===== config.mk =====
export PLATFORM = sky130hd
export DESIGN_NAME = adc_sample_ctrl
export DESIGN_NICKNAME = d
export VERILOG_FILES = /design/src/rtl/demod_pkg.sv /design/src/rtl/pos_edge_det.sv /design/src/rtl/adc_sample_ctrl.sv
export SDC_FILE = /design/constraint.sdc
export NUM_CORES = 1
export LEC_CHECK = 0
export CORE_UTILIZATION = 59
export DETAILED_ROUTE_END_ITERATION = 7
export PLACE_DENSITY = 0.93
export SLEW_MARGIN = 20
export SYNTH_ARGS = -nofsm -noshare
export SYNTH_HDL_FRONTEND = slang
export SYNTH_HIERARCHICAL = 1
export SYNTH_SLANG_ARGS = --single-unit

===== constraint.sdc =====
create_clock -name clk -period 3 [get_ports clk]
set_input_delay 0.6 -clock clk [delete_from_list [all_inputs] [get_ports clk]]
set_output_delay 0.6 -clock clk [all_outputs]
set_load 0.01 [all_outputs]

===== src/rtl/demod_pkg.sv =====
// Shared demodulator front-end definitions: ADC frame geometry and the
// capture-controller state encoding.
package demod_pkg;

    localparam int ADC_FRAME_BITS = 16;
    localparam int ADC_DATA_W     = 12;
    localparam int BIT_CNT_W      = 5;

    typedef enum logic [2:0] {
        IDLE,
        SETUP,
        SHIFT,
        DONE,
        QUIET
    } adc_state_e;

endpackage


===== src/rtl/pos_edge_det.sv =====
// Rising-edge detector for a level signal sampled in the clk domain.
// RESET_VAL sets the assumed previous level, so a signal already high at reset release can be ignored.
module pos_edge_det #(
    parameter logic RESET_VAL = 1'b0
) (
    input  logic clk,
    input  logic rst,
    input  logic sig,
    output logic rise
);

    logic sig_d;

    always_ff @(posedge clk) begin
        if (rst) begin
            sig_d <= RESET_VAL;
        end else begin
            sig_d <= sig;
        end
    end

    assign rise = sig & ~sig_d;

endmodule


===== src/rtl/adc_sample_ctrl.sv =====
// Serial ADC capture controller: a rising edge of the divided sample clock
// starts one 16-bit SPI frame; the low 12 bits are presented on dout with a one-cycle strobe.
module adc_sample_ctrl
    import demod_pkg::*;
#(
    parameter int CLK_DIV   = 2,
    parameter int QUIET_CYC = 4
) (
    input  logic                  clk,
    input  logic                  rst,
    input  logic                  samp_clk,
    input  logic                  adc_sdata,
    output logic                  adc_cs_n,
    output logic                  adc_sclk,
    output logic [ADC_DATA_W-1:0] dout,
    output logic                  dout_valid,
    output logic                  overrun
);

    localparam int CNT_MAX = (CLK_DIV > QUIET_CYC) ? CLK_DIV : QUIET_CYC;
    localparam int CNT_W   = $clog2(CNT_MAX + 1);
    localparam logic [CNT_W-1:0] HALF_LAST  = CNT_W'(CLK_DIV - 1);
    localparam logic [CNT_W-1:0] QUIET_LAST = CNT_W'((QUIET_CYC >= 2) ? (QUIET_CYC - 2) : 0);
    localparam logic [BIT_CNT_W-1:0] LAST_BIT = BIT_CNT_W'(ADC_FRAME_BITS);

    adc_state_e            state;
    logic [CNT_W-1:0]      cnt;
    logic [BIT_CNT_W-1:0]  bit_cnt;
    logic [ADC_DATA_W-1:0] shreg;
    logic                  trigger;

    pos_edge_det #(
        .RESET_VAL (1'b1)
    ) u_samp_edge (
        .clk  (clk),
        .rst  (rst),
        .sig  (samp_clk),
        .rise (trigger)
    );

    // Only the last 12 bits shifted in survive; the four leading frame bits age out of the register.
    always_ff @(posedge clk) begin
        if (rst) begin
            state      <= IDLE;
            cnt        <= '0;
            bit_cnt    <= '0;
            shreg      <= '0;
            adc_cs_n   <= 1'b1;
            adc_sclk   <= 1'b1;
            dout       <= '0;
            dout_valid <= 1'b0;
            overrun    <= 1'b0;
        end else begin
            dout_valid <= 1'b0;
            overrun    <= trigger && (state != IDLE);
            case (state)
                IDLE: begin
                    if (trigger) begin
                        state    <= SETUP;
                        adc_cs_n <= 1'b0;
                        cnt      <= '0;
                        bit_cnt  <= '0;
                    end
                end
                SETUP: begin
                    if (cnt == HALF_LAST) begin
                        state    <= SHIFT;
                        adc_sclk <= 1'b0;
                        cnt      <= '0;
                    end else begin
                        cnt <= cnt + CNT_W'(1);
                    end
                end
                SHIFT: begin
                    if (cnt != HALF_LAST) begin
                        cnt <= cnt + CNT_W'(1);
                    end else begin
                        cnt <= '0;
                        if (!adc_sclk) begin
                            adc_sclk <= 1'b1;
                            shreg    <= {shreg[ADC_DATA_W-2:0], adc_sdata};
                            bit_cnt  <= bit_cnt + BIT_CNT_W'(1);
                        end else if (bit_cnt == LAST_BIT) begin
                            state      <= DONE;
                            adc_cs_n   <= 1'b1;
                            dout       <= shreg;
                            dout_valid <= 1'b1;
                        end else begin
                            adc_sclk <= 1'b0;
                        end
                    end
                end
                DONE: begin
                    cnt   <= '0;
                    state <= (QUIET_CYC > 1) ? QUIET : IDLE;
                end
                QUIET: begin
                    if (cnt == QUIET_LAST) begin
                        state <= IDLE;
                    end else begin
                        cnt <= cnt + CNT_W'(1);
                    end
                end
                default: begin
                    state    <= IDLE;
                    adc_cs_n <= 1'b1;
                    adc_sclk <= 1'b1;
                end
            endcase
        end
    end

endmodule


# After elaboration in Yosys (flattened, before gate mapping)
# Cells that the tools add are included.
[op_classes]
add_sub_neg = 2
n_mul = 0
n_div = 0
order_cmp = 0
eq_ne = 16
n_shift = 0
mux = 26
n_bitwise = 7
reduce_logical = 15
[ops]
columns = ["operator", "n"]
rows = [
  ["3-bit two-way mux", 10],
  ["3-bit one-hot mux with 5 select lines", 2],
  ["2-bit != test (second input constant)", 8],
  ["5-bit two-way mux", 3],
  ["5-bit one-hot mux with 2 select lines", 1],
  ["3-bit by 2-bit == test with 1-bit output (second input constant)", 3],
  ["3-bit AND reduction", 3],
  ["1-bit two-way mux", 8],
  ["4-bit AND reduction", 2],
  ["3-bit by 1-bit == test with 1-bit output (second input constant)", 2],
  ["1-bit NOT", 6],
  ["1-bit one-hot mux with 3 select lines", 2],
  ["6-bit AND reduction", 1],
  ["3-bit OR reduction", 2],
  ["5-bit by 1-bit adder with 5-bit output (second input constant)", 1],
  ["5-bit == test (second input constant)", 1],
  ["5-bit AND reduction", 1],
  ["5-bit nonzero test", 1],
  ["4-bit OR reduction", 1],
  ["3-bit by 1-bit adder with 3-bit output (second input constant)", 1],
  ["3-bit == test (second input constant)", 1],
  ["3-bit logical NOT", 1],
  ["3-bit by 1-bit != test with 1-bit output (second input constant)", 1],
  ["3-bit nonzero test", 1],
  ["3 further kinds", 3],
]
[totals]
regBits = 40
latchBits = 0
mem_bits_rw = 0
rom_bits = 0
in_bits = 4
output_inout_bits = 16
word_cells = 76
memories = 0

# Longest topological paths before layout
[depth]
depth_word = 5
ltp_mapped = 8
depth_no_buf = 6

# By module
# The synthesis kept the hierarchy.
[by_module_without_submodules]
columns = ["mod", "n_inst", "cells_per_inst", "area_each_um2", "seq_area_each_um2"]
rows = [
  ["adc_sample_ctrl", 1, 186, 1779.2, 780.7],
  ["pos_edge_det", 1, 3, 32.5, 20.0],
]

# Worst setup path before layout
# No wires, ideal clock.
[synth_path]
path_type = "flip-flop to flip-flop"
start = "register bit_cnt[0]"
end = "register dout[0]"
setup_ns = 0.128
arrival_time_ns = 1.782
required_time_ns = 2.872
path_slack_ns = 1.091
path_stages_with_launch = 8
n_path_buf = 1
synth_period_minus_slack_ns = 1.909
path_cell_list = "dfxtp_1 inv_1 ha_1 or4bb_1 nor4_4 buf_6 mux2i_1 nor2_1"
[synth_via]
elab_chain_len = 2
[synth_rtl]
columns = ["item", "line", "source"]
rows = [
  ["start, declared", "adc_sample_ctrl.sv:28", "logic [BIT_CNT_W-1:0] bit_cnt;"],
  ["start signal, assigned", "adc_sample_ctrl.sv:82", "bit_cnt <= bit_cnt + BIT_CNT_W'(1);"],
  ["5-bit == test", "adc_sample_ctrl.sv:83", "end else if (bit_cnt == LAST_BIT) begin"],
  ["4-bit AND reduction (no line)", "n/a", ""],
  ["end signal, assigned", "adc_sample_ctrl.sv:86", "dout <= shreg;"],
  ["end, declared", "adc_sample_ctrl.sv:15", "output logic [ADC_DATA_W-1:0] dout,"],
]
# Every way passes these cells.
# A chain may end at the register's enable or synchronous reset.

# Worst setup path in the final report
[layout_path]
start = "register state[1]"
end = "register dout[8]"
[layout_via]
elab_chain_len = 2
[layout_rtl]
columns = ["item", "line", "source"]
rows = [
  ["start, declared", "adc_sample_ctrl.sv:26", "adc_state_e state;"],
  ["start signal, assigned", "adc_sample_ctrl.sv:95", "state <= (QUIET_CYC > 1) ? QUIET : IDLE;"],
  ["3-bit by 2-bit == test with 1-bit output", "adc_sample_ctrl.sv:56", "case (state)"],
  ["4-bit AND reduction (no line)", "n/a", ""],
]
# Every way passes these cells.

==> metrics <==
status finished, final reports clean; sequential share of the synthesized area 44.2%; drt pass-1 iters 4; ys flop type dfxtp_1; Final Util 71.9%; Max VDD drop 429 uV; vias per inst 5.68; layout cells sized above 1 7.73%; Clock Path Buffers 2; Relative slew margins 54.9%; Sink Count 40; Synth area leaders dfxtp_1 44%, mux2i_1 14%, nor2_1 7.0%, ha_1 3.5%, a21oi_1 1.9%; number of setup buffers added after CTS 0; Syn Inst Count 189; CP arrival 2.59 ns; synth unique cells 40; Worst-Margin Slew 0.677 ns; PD cells 455 nW/um^2; CP required 3.24 ns; via count 1352; drt drc 0; unrepaired setup endpoints after global routing false; vias in the first global route 1294; largest net degree at the start of global routing 24; Final Cell Area 2030 um^2; TritonCTS clock tree yes; startpoint class of the critical path flip-flop; Syn. warnings 6; Synth area leader dfxtp_1; Max Cap Viol 0; Mapped Area 1810 um^2; total gr overflow 0; clock latency on the worst-skew pair 0.34 ns; final hold vios 0; CTS Hold Buffers Added 0; Core ar. 2830 um^2; post-DR wirelength/cell 14.1 um; critical path class flip-flop to flip-flop; flops & latches, synth 40; ANT cells 0; Crit Path Max Fanout 17; placed cell areas 1970 um^2; CP endpoint kind flip-flop; Row Count 19; setup_tns 0 ns; Layout fillers 182; io pins 20; Net Count, Synth 198; Hold WC Path Type flip-flop to flip-flop; max-slew violation count 0; Avg Synthesized Cell Area 9.59 um^2; post-route ant nets 0; gr usage total 23.1%; Fmax achieved 0.427 GHz; Iter 0 DRT Violations 56; global-route wire length before repair 5750 um; # resized after CTS 0; Root Buffer clkbuf_4; number of synthesized flops with an enable pin 0; Die H 57.4 um; CTS clk-pin slew, worst paths 0.11 ns; drt total wl 3350 um; H-tree depth 2; hold slack final 0.509 ns; min cycle time layout 2.34 ns; post-synth top area share 44.2%; initial antenna violation count 0; Tcrit/Tclk final 78.1%; Final setup viols 0; total CTS buffers 5; Die ar. 3300 um^2; Pwr Total 0.000926 W; Post-synth ARST share 0%; Leak Pwr 0.837 nW; Port Buffers 19; Initial Util 64.0%; HPWL after DPL 2390 um; GP Congestion 0.870; fin nets 215; Die W 57.4 um; Fin Clk Skew 0.00298 ns; Layout area overhead 12.2%
layout make-up:
class | count | area [um^2] | share of cell area, %
Clock buffer | 6 | 51.3 | 2.52
Clock inverter | 2 | 10.0 | 0.492
Inverter | 8 | 30.0 | 1.48
Multi-Input combinational cell | 130 | 897 | 44.1
Sequential cell | 40 | 801 | 39.4
Tap cell | 31 | 38.8 | 1.91
Timing Repair Buffer | 21 | 205 | 10.1
cell families (layout without fill, tap and decap cells):
family / Yosys count / after routing / share of synthesized area [%]
simple gates: 70 / 70 / 20.2
flops: 40 / 40 / 44.2
mux: 27 / 27 / 15.0
compound gates: 24 / 24 / 8.98
buf+inv: 19 / 37 / 6.28
fa+ha+maj: 5 / 5 / 3.45
xor+xnor: 4 / 4 / 1.93
through the flow:
| step | worst slack (ns) | instances |
|---|---|---|
| floorplan | 1.09 | 189 |
| global placement | 0.691 | 230 |
| detailed placement | 0.582 | 230 |
| CTS | 0.662 | 238 |
| global route | 0.510 | 238 |
| finish | 0.657 | 238 |
final timing paths:
kind / from / endpoint / slack [ns] / cells past startpoint
setup reg to reg: state[1]$_SDFFE_PP0P_ / dout[8]$_SDFFE_PP0P_ / 0.66 / 5
hold / removal: bit_cnt[1]$_SDFFE_PP0P_ / bit_cnt[1]$_SDFFE_PP0P_ / 0.51 / 2
setup / recovery: state[1]$_SDFFE_PP0P_ / dout[8]$_SDFFE_PP0P_ / 0.66 / 5
hold reg to reg: bit_cnt[1]$_SDFFE_PP0P_ / bit_cnt[1]$_SDFFE_PP0P_ / 0.51 / 2
power breakdown:
part,switching (W),leakage [nW],internal [W],total (W)
Sequential,0.0000177,0.323,0.000541,0.000559
Clock,0.000170,0.0380,0.000112,0.000281
Combinational,0.0000469,0.476,0.0000383,0.0000853
Total,0.000234,0.837,0.000691,0.000926
placed cells by master, fill, tap and decap left out, types with 4 or more instances in the layout:
cell type / n
a21oi_1: 7
clkbuf_4: 5
clkdlybuf4s50_1: 19
dfxtp_1: 40
ha_1: 5
inv_1: 8
mux2i_1: 26
nand2_1: 8
nor2_1: 34
nor2b_1: 5
nor3_1: 5
o31ai_1: 4
critical path, stage by stage (launching register included):
cell	delay (ns)
dfxtp_1	0.67
or3b_4	0.46
nor4_4	0.54
buf_4	0.29
mux2i_1	0.22
nor2_1	0.05
state kept, by name, indices dropped and copies added, names as in the netlist, 3 cells and up:
name     count
dout        12
shreg       12
bit_cnt      5
cnt          3
state        3
cells in the mapped netlist, types with 2 or more instances:
library cell,n
nor3_1,5
buf_6,3
xnor2_1,2
nand4_1,3
mux2i_1,26
o21ai_0,3
o211ai_1,3
nand2_1,8
nor2_1,34
or3_1,2
o31ai_1,4
nor2b_1,5
ha_1,5
dfxtp_1,40
clkbuf_1,6
inv_1,8
nand2b_1,2
xor2_1,2
a21oi_1,7
routing by layer:
metal  vias up  wire length, um  global-route usage (%)
met1       629             1540                    30.1
met2        31             1630                    35.4
li1        685                -                       -
met3         7              128                    7.94
met4         0               55                    8.71
met5         -                0                       0
No activity file was read; power rests on OpenSTA's default activity.
